**src/rtl/cpu_types_pkg.sv**
```systemverilog
// Shared CPU types: opcode/funct/ALU encodings plus the pipelined control-unit
// state and registered control bundle.
package cpu_types_pkg;

  localparam int unsigned WORD_W = 32;
  localparam int unsigned REG_W  = 5;

  typedef logic [WORD_W-1:0] word_t;
  typedef logic [REG_W-1:0]  regbits_t;

  typedef enum logic [5:0] {
    RTYPE = 6'h00, J     = 6'h02, JAL   = 6'h03, BEQ   = 6'h04,
    BNE   = 6'h05, ADDI  = 6'h08, ADDIU = 6'h09, SLTI  = 6'h0A,
    SLTIU = 6'h0B, ANDI  = 6'h0C, ORI   = 6'h0D, XORI  = 6'h0E,
    LUI   = 6'h0F, LW    = 6'h23, SW    = 6'h2B, HALT  = 6'h3F
  } opcode_t;

  typedef enum logic [5:0] {
    SLL  = 6'd0,  SRL  = 6'd2,  JR  = 6'd8,  ADD = 6'd32, ADDU = 6'd33,
    SUB  = 6'd34, SUBU = 6'd35, AND = 6'd36, OR  = 6'd37, XOR  = 6'd38,
    NOR  = 6'd39, SLT  = 6'd42, SLTU = 6'd43
  } funct_t;

  typedef enum logic [3:0] {
    ALU_SLL, ALU_SRL, ALU_ADD, ALU_SUB, ALU_AND,
    ALU_OR, ALU_XOR, ALU_NOR, ALU_SLT, ALU_SLTU
  } aluop_t;

  // ALUSrc: second ALU operand
  localparam logic [1:0] SRC_REG = 2'd0, SRC_IMM = 2'd1, SRC_SHAMT = 2'd2;
  // RegSel: write-back source
  localparam logic [1:0] WB_ALU = 2'd0, WB_MEM = 2'd1, WB_PC4 = 2'd2, WB_LUI = 2'd3;
  // PCSrc: next-PC source
  localparam logic [1:0] PC_SEQ = 2'd0, PC_BR = 2'd1, PC_JMP = 2'd2, PC_JR = 2'd3;

  localparam regbits_t REG_RA = 5'd31;

  typedef enum logic [1:0] {RUN, BUBBLE, HALTED} cu_state_t;

  typedef struct packed {
    logic [1:0] alusrc;
    aluop_t     aluop;
    logic [1:0] regsel;
    regbits_t   regdst;
    logic [1:0] pcsrc;
    logic       regwr;
    logic       extop;
    logic       dren;
    logic       dwen;
    logic       halt;
  } cu_ctrl_t;

  function automatic regbits_t instr_rs(word_t w);
    return w[25:21];
  endfunction

  function automatic regbits_t instr_rt(word_t w);
    return w[20:16];
  endfunction

endpackage

```
**src/rtl/cu_decode.sv**
```systemverilog
// Combinational instruction decode into the control bundle; same table as the
// legacy single-cycle control unit.
module cu_decode
  import cpu_types_pkg::*;
(
  input  word_t    instr,
  output cu_ctrl_t ctrl
);

  logic [5:0] op;
  logic [5:0] funct;
  regbits_t   rt;
  regbits_t   rd;
  logic       unused_fields;

  assign op    = instr[31:26];
  assign rt    = instr[20:16];
  assign rd    = instr[15:11];
  assign funct = instr[5:0];
  assign unused_fields = ^{instr[25:21], instr[10:6]};

  always_comb begin
    ctrl = '0;
    case (op)
      RTYPE: begin
        ctrl.regdst = rd;
        ctrl.regwr  = 1'b1;
        case (funct)
          SLL:        begin ctrl.aluop = ALU_SLL; ctrl.alusrc = SRC_SHAMT; end
          SRL:        begin ctrl.aluop = ALU_SRL; ctrl.alusrc = SRC_SHAMT; end
          JR:         begin ctrl.pcsrc = PC_JR;   ctrl.regwr  = 1'b0;      end
          ADD, ADDU:  ctrl.aluop = ALU_ADD;
          SUB, SUBU:  ctrl.aluop = ALU_SUB;
          AND:        ctrl.aluop = ALU_AND;
          OR:         ctrl.aluop = ALU_OR;
          XOR:        ctrl.aluop = ALU_XOR;
          NOR:        ctrl.aluop = ALU_NOR;
          SLT:        ctrl.aluop = ALU_SLT;
          SLTU:       ctrl.aluop = ALU_SLTU;
          default:    ctrl = '0;
        endcase
      end
      J:   ctrl.pcsrc = PC_JMP;
      JAL: begin
        ctrl.pcsrc  = PC_JMP;
        ctrl.regsel = WB_PC4;
        ctrl.regdst = REG_RA;
        ctrl.regwr  = 1'b1;
      end
      BEQ, BNE: begin
        ctrl.aluop = ALU_SUB;
        ctrl.extop = 1'b1;
        ctrl.pcsrc = PC_BR;
      end
      ADDI, ADDIU, SLTI, SLTIU, ANDI, ORI, XORI: begin
        ctrl.alusrc = SRC_IMM;
        ctrl.regdst = rt;
        ctrl.regwr  = 1'b1;
        case (op)
          ADDI, ADDIU: begin ctrl.aluop = ALU_ADD;  ctrl.extop = 1'b1; end
          SLTI:        begin ctrl.aluop = ALU_SLT;  ctrl.extop = 1'b1; end
          SLTIU:       begin ctrl.aluop = ALU_SLTU; ctrl.extop = 1'b1; end
          ANDI:        ctrl.aluop = ALU_AND;
          ORI:         ctrl.aluop = ALU_OR;
          default:     ctrl.aluop = ALU_XOR;
        endcase
      end
      LUI: begin
        ctrl.alusrc = SRC_IMM;
        ctrl.regsel = WB_LUI;
        ctrl.regdst = rt;
        ctrl.regwr  = 1'b1;
      end
      LW: begin
        ctrl.alusrc = SRC_IMM;
        ctrl.aluop  = ALU_ADD;
        ctrl.extop  = 1'b1;
        ctrl.dren   = 1'b1;
        ctrl.regsel = WB_MEM;
        ctrl.regdst = rt;
        ctrl.regwr  = 1'b1;
      end
      SW: begin
        ctrl.alusrc = SRC_IMM;
        ctrl.aluop  = ALU_ADD;
        ctrl.extop  = 1'b1;
        ctrl.dwen   = 1'b1;
      end
      HALT:    ctrl.halt = 1'b1;
      default: ctrl = '0;
    endcase
    // $0 is hardwired, so a write to it is never a real write
    if (ctrl.regdst == '0) ctrl.regwr = 1'b0;
  end

endmodule

```
**src/rtl/pipe_control_unit.sv**
```systemverilog
// Registered, handshaked control unit at ID/EX: load-use interlock, sticky HALT
// and flush. Define CU_PERF_EN to add the consumed-bundle and stall counters.
module pipe_control_unit
  import cpu_types_pkg::*;
#(
  parameter int unsigned WORD_W           = 32,
  parameter int unsigned REG_W            = 5,
  parameter int unsigned LOAD_USE_BUBBLES = 1
) (
  input  logic              CLK,
  input  logic              nRST,
  input  logic [WORD_W-1:0] instr_i,
  input  logic              instr_valid_i,
  output logic              instr_ready_o,
  input  logic              flush_i,
  output logic              out_valid_o,
  input  logic              out_ready_i,
  output logic [1:0]        ALUSrc_o,
  output aluop_t            ALUOp_o,
  output logic [1:0]        RegSel_o,
  output logic [REG_W-1:0]  RegDst_o,
  output logic [1:0]        PCSrc_o,
  output logic              RegWr_o,
  output logic              ExtOp_o,
  output logic              dREN_o,
  output logic              dWEN_o,
  output logic              halt_o,
  output logic              stalled_o
`ifdef CU_PERF_EN
  ,
  output logic [31:0]       dec_count_o,
  output logic [31:0]       stall_count_o
`endif
);

  localparam logic [1:0] BUBBLE_LOAD = 2'(LOAD_USE_BUBBLES - 1);

  cu_state_t  state, state_n;
  logic [1:0] cnt, cnt_n;
  cu_ctrl_t   dec, ctrl_q;
  logic       out_valid_q;
  logic       ld_vld;
  regbits_t   ld_dst;
  logic       hazard;
  logic       accept;

  cu_decode u_decode (
    .instr (instr_i),
    .ctrl  (dec)
  );

  // rt is compared even for instructions that do not read it
  assign hazard = ld_vld && (instr_rs(instr_i) == ld_dst || instr_rt(instr_i) == ld_dst);

  assign instr_ready_o = (state == RUN) && !flush_i && !hazard &&
                         (!out_valid_q || out_ready_i);
  assign accept        = instr_valid_i && instr_ready_o;

  always_comb begin
    state_n = state;
    cnt_n   = cnt;
    unique case (state)
      RUN: begin
        if (!flush_i) begin
          if (instr_valid_i && hazard) begin
            state_n = BUBBLE;
            cnt_n   = BUBBLE_LOAD;
          end else if (accept && dec.halt) begin
            state_n = HALTED;
          end
        end
      end
      BUBBLE: begin
        if (flush_i || cnt == '0) state_n = RUN;
        else                      cnt_n   = cnt - 2'd1;
      end
      HALTED: begin
        // only an unconsumed HALT can be squashed back into RUN
        if (flush_i && out_valid_q && ctrl_q.halt) state_n = RUN;
      end
      default: state_n = RUN;
    endcase
  end

  always_ff @(posedge CLK or negedge nRST) begin
    if (!nRST) begin
      state <= RUN;
      cnt   <= '0;
    end else begin
      state <= state_n;
      cnt   <= cnt_n;
    end
  end

  always_ff @(posedge CLK or negedge nRST) begin
    if (!nRST) begin
      out_valid_q <= 1'b0;
      ctrl_q      <= '0;
    end else if (flush_i) begin
      out_valid_q <= 1'b0;
      ctrl_q      <= '0;
    end else if (accept) begin
      out_valid_q <= 1'b1;
      ctrl_q      <= dec;
    end else if (out_ready_i) begin
      out_valid_q <= 1'b0;
      ctrl_q      <= '0;
    end
  end

  always_ff @(posedge CLK or negedge nRST) begin
    if (!nRST) begin
      ld_vld <= 1'b0;
      ld_dst <= '0;
    end else if (flush_i) begin
      ld_vld <= 1'b0;
    end else if (accept) begin
      ld_vld <= dec.dren && (dec.regdst != '0);
      ld_dst <= dec.regdst;
    end else if (state == BUBBLE && cnt == '0) begin
      ld_vld <= 1'b0;
    end
  end

  assign out_valid_o = out_valid_q;
  assign ALUSrc_o    = ctrl_q.alusrc;
  assign ALUOp_o     = ctrl_q.aluop;
  assign RegSel_o    = ctrl_q.regsel;
  assign RegDst_o    = ctrl_q.regdst;
  assign PCSrc_o     = ctrl_q.pcsrc;
  assign RegWr_o     = ctrl_q.regwr;
  assign ExtOp_o     = ctrl_q.extop;
  assign dREN_o      = ctrl_q.dren;
  assign dWEN_o      = ctrl_q.dwen;
  assign halt_o      = ctrl_q.halt;
  assign stalled_o   = (state == BUBBLE);

`ifdef CU_PERF_EN
  always_ff @(posedge CLK or negedge nRST) begin
    if (!nRST) begin
      dec_count_o   <= '0;
      stall_count_o <= '0;
    end else begin
      if (out_valid_q && out_ready_i) dec_count_o   <= dec_count_o + 32'd1;
      if (state == BUBBLE)            stall_count_o <= stall_count_o + 32'd1;
    end
  end
`endif

endmodule

```
**config.mk**
```make
export PLATFORM = sky130hd
export DESIGN_NAME = pipe_control_unit
export DESIGN_NICKNAME = d
export VERILOG_FILES = /design/src/rtl/cpu_types_pkg.sv /design/src/rtl/cu_decode.sv /design/src/rtl/pipe_control_unit.sv
export SDC_FILE = /design/constraint.sdc
export NUM_CORES = 1
export LEC_CHECK = 0
export ABC_AREA = 1
export BUFFER_PORTS_ARGS = -buffer_cell sky130_fd_sc_hd__buf_2
export CORE_UTILIZATION = 50
export DETAILED_ROUTE_END_ITERATION = 12
export PLACE_DENSITY = 0.78
export SKIP_CTS_REPAIR_TIMING = 1
export SLEW_MARGIN = 20
export SYNTH_ARGS = -nofsm -noshare
export SYNTH_HDL_FRONTEND = slang
export SYNTH_SLANG_ARGS = --single-unit
```
**constraint.sdc**
```tcl
create_clock -name CLK -period 2.49 [get_ports CLK]
set_input_delay 0.3735 -clock CLK [delete_from_list [all_inputs] [get_ports CLK]]
set_output_delay 0.3735 -clock CLK [all_outputs]
set_load 0.01 [all_outputs]
```
==> flow_summary.ini <==
[cells_and_area]
fin_nets = 366
syn_to_final_growth_pct = 18.78
final_cell_area_um2 = 2406
drive_gt1_share_pct = 31.10
n_antenna_cell = 0

[place]
place.gp.congestion = 0.8497
dpl-instance-area_um2 = 2318
dpl.hpwl_um = 3217
io_buffers = 54
pre_cts_slack_ps = 619.3

[logic_synthesis]
synth_top_family_by_area = simple AND/OR/NAND/NOR gates
synthTopCellsByCount = 75 x nand2_1, 42 x inv_1, 31 x dfrtp_1
yosysMostFrequentCell = nand2_1
postSynthCellCount = 270
syn-cell-area_um2 = 2026
yosysWarnings = 0
ys_seq_area_share_pct = 38.30
synth_fp_nets = 308
synthMuxAreaShare_pct = 0
synth_ff_type = dfrtp_1
synth_cell_type_count = 35
syn_avg_cell_area_um2 = 7.503
synthSimpleGateAreaFrac_pct = 32.55
synth_top_area_share_pct = 38.30
synth_area_leader_cell = dfrtp_1
synth_area_leaders = dfrtp_1 38%, nand2_1 14%, inv_1 7.8%
synth_edf_count = 0
synth_compound_area_share_pct = 15.50
synth-seq-cells = 31
synth-async-reset-ratio_pct = 100.0
synthXorXnorAreaFrac_pct = 1.729
synth_fa_ha_area_share_pct = 0.6177

[power_and_ir_drop]
p_per_area_nw_per_um2 = 462.1
ir_drop_v = 0.0002998
leakage_nw = 1.345

[timing]
worst_slew_pin_slew_ps = 683.2
setup_slack_ps = 664.6
setup_viol = 0
fin_tns_setup_ps = 0
fmax_mhz = 547.8
drv_slew = 0
period_share_pct = 73.31
clock_skew_ps = 9.249
hold_viol = 0
rsz0062_at_grt = no
slew_headroom_pct = 54.45
finalCriticalPeriod_ps = 1825

[critical_path]
worstSetupStartpointType = flip-flop
worst-path-max-fanout = 4
path_class = flip-flop to primary output
arrival_ps = 1450
worstSetupEndpointType = primary output
required_ps = 2120

[drt]
drt-vias-per-instance = 4.875
routed_wl_um = 4183
first_pass_iters = 4
drtIter0Drc = 107
wl_per_cell_um = 11.13
vias = 1833
final_antenna_net_count = 0
drc_errors = 0

[die]
num_rows = 22
die_y_um = 65.65
ios = 60
core_um2 = 3771
floorplan.initialDensity_pct = 53.72
dieWidth_um = 65.65
die-area_um2 = 4310

[global_routing]
antenna_found_initial = 0
overflow = 0
grt_pass1_vias = 1704
grt_usage_pct = 22.45
grt_max_degree = 32
grt_pass1_wl_um = 7327

[cts]
cts_sinks = 31
cts_made_buffers = 5
cts_tree = done
clockBufferDepth = 2
htreeDepth = 2
path_clk_slew_ps = 70
root_buffer = clkbuf_8
worst_skew_pair.late_latency_ps = 290

[run_status]
status = finished, final reports clean

[job]
cap_violations = 0

[min_path]
hold_path.class = input pin to async pin
through the flow:
step	power (W)	hold slack [ps]	util, %	std cells
final	0.001112	124.8	63.80	376
after global routing	0.001172	206.1	63.80	376
after CTS	0.001124	153.7	63.80	376
after detailed placement	0.0007234	455.6	61.48	369
after global placement	0.0007206	449.4	61.48	369
after floorplan	0.0006556	77.91	-	270
layer usage:
| metal | share of wire (%) | wire [µm] | up-vias | global-route usage, % |
|---|---|---|---|---|
| met2 | 44 | 1824 | 50 | 34.31 |
| li1 | - | - | 964 | - |
| met4 | 1.1 | 48 | 0 | 6.522 |
| met1 | 50 | 2078 | 812 | 31.06 |
| met3 | 5.5 | 232 | 7 | 5.729 |
| met5 | 0 | 0 | - | 0 |
placed cells by master (no fill, tap or decap), drive strengths merged, types with 3 or more instances in the layout:
cell type and count:
nand2 83, buf 54, inv 49, nor2 36, dfrtp 31, nand3 15, o21ai 12, a21oi 11
o22ai 9, clkbuf 6, nand4 3
layout make-up:
cell class,instances,area (µm²)
Sequential cell,31,775.7
Timing Repair Buffer,54,270.3
Clock buffer,6,82.58
Fill cell,366,1365
Inverter,50,191.4
Clock inverter,1,5.005
Tap cell,48,60.06
Multi-Input combinational cell,186,1021
worst max-delay path, stage by stage, from the launching register on:
cell,delay [ps]
dfrtp_1,420
nand2_1,80
o21ai_0,70
nor2_1,130
nand3_2,90
nand2_2,80
nand2_2,70
nand2_1,60
inv_1,40
buf_2,130
worst paths after layout:
| kind | startpoint | end | slack, ps | cells after the start |
|---|---|---|---|---|
| worst max-delay path | ld_dst[3] | instr_ready_o | 660 | 9 |
| worst min-delay path | nRST | ld_dst[4] | 120 | 1 |
| worst max register to register | ld_dst[2] | ALUOp_o[1] | 670 | 12 |
| worst min register to register | PCSrc_o[0] | PCSrc_o[0] | 460 | 2 |
| max in group asynchronous | nRST | ALUSrc_o[1] | 1920 | 1 |
| min in group CLK | flush_i | ld_vld | 410 | 4 |
flip-flops by register name (all words and copies together), names as in the netlist:
name	flops
RegSel_o	2
dREN_o	1
out_valid_o	1
dWEN_o	1
RegDst_o	5
ld_vld	1
RegWr_o	1
ALUOp_o	4
ExtOp_o	1
PCSrc_o	2
halt_o	1
cnt	2
ALUSrc_o	2
ld_dst	5
state	2
logic make-up after synthesis:
kind of cell / after synthesis
adders and majority gates: 1
buffers and inverters: 53
and+or+nand+nor: 141
AOI/OAI and AO/OA: 40
xor gates and xnor gates: 4
DFF: 31
power breakdown:
part | internal, W | switching (W) | total [W]
Sequential | 0.000518 | 0.0000104 | 0.000528
Clock | 0.000216 | 0.000182 | 0.000399
Combinational | 0.0000664 | 0.000119 | 0.000185
No activity file was read; power rests on OpenSTA's default activity.
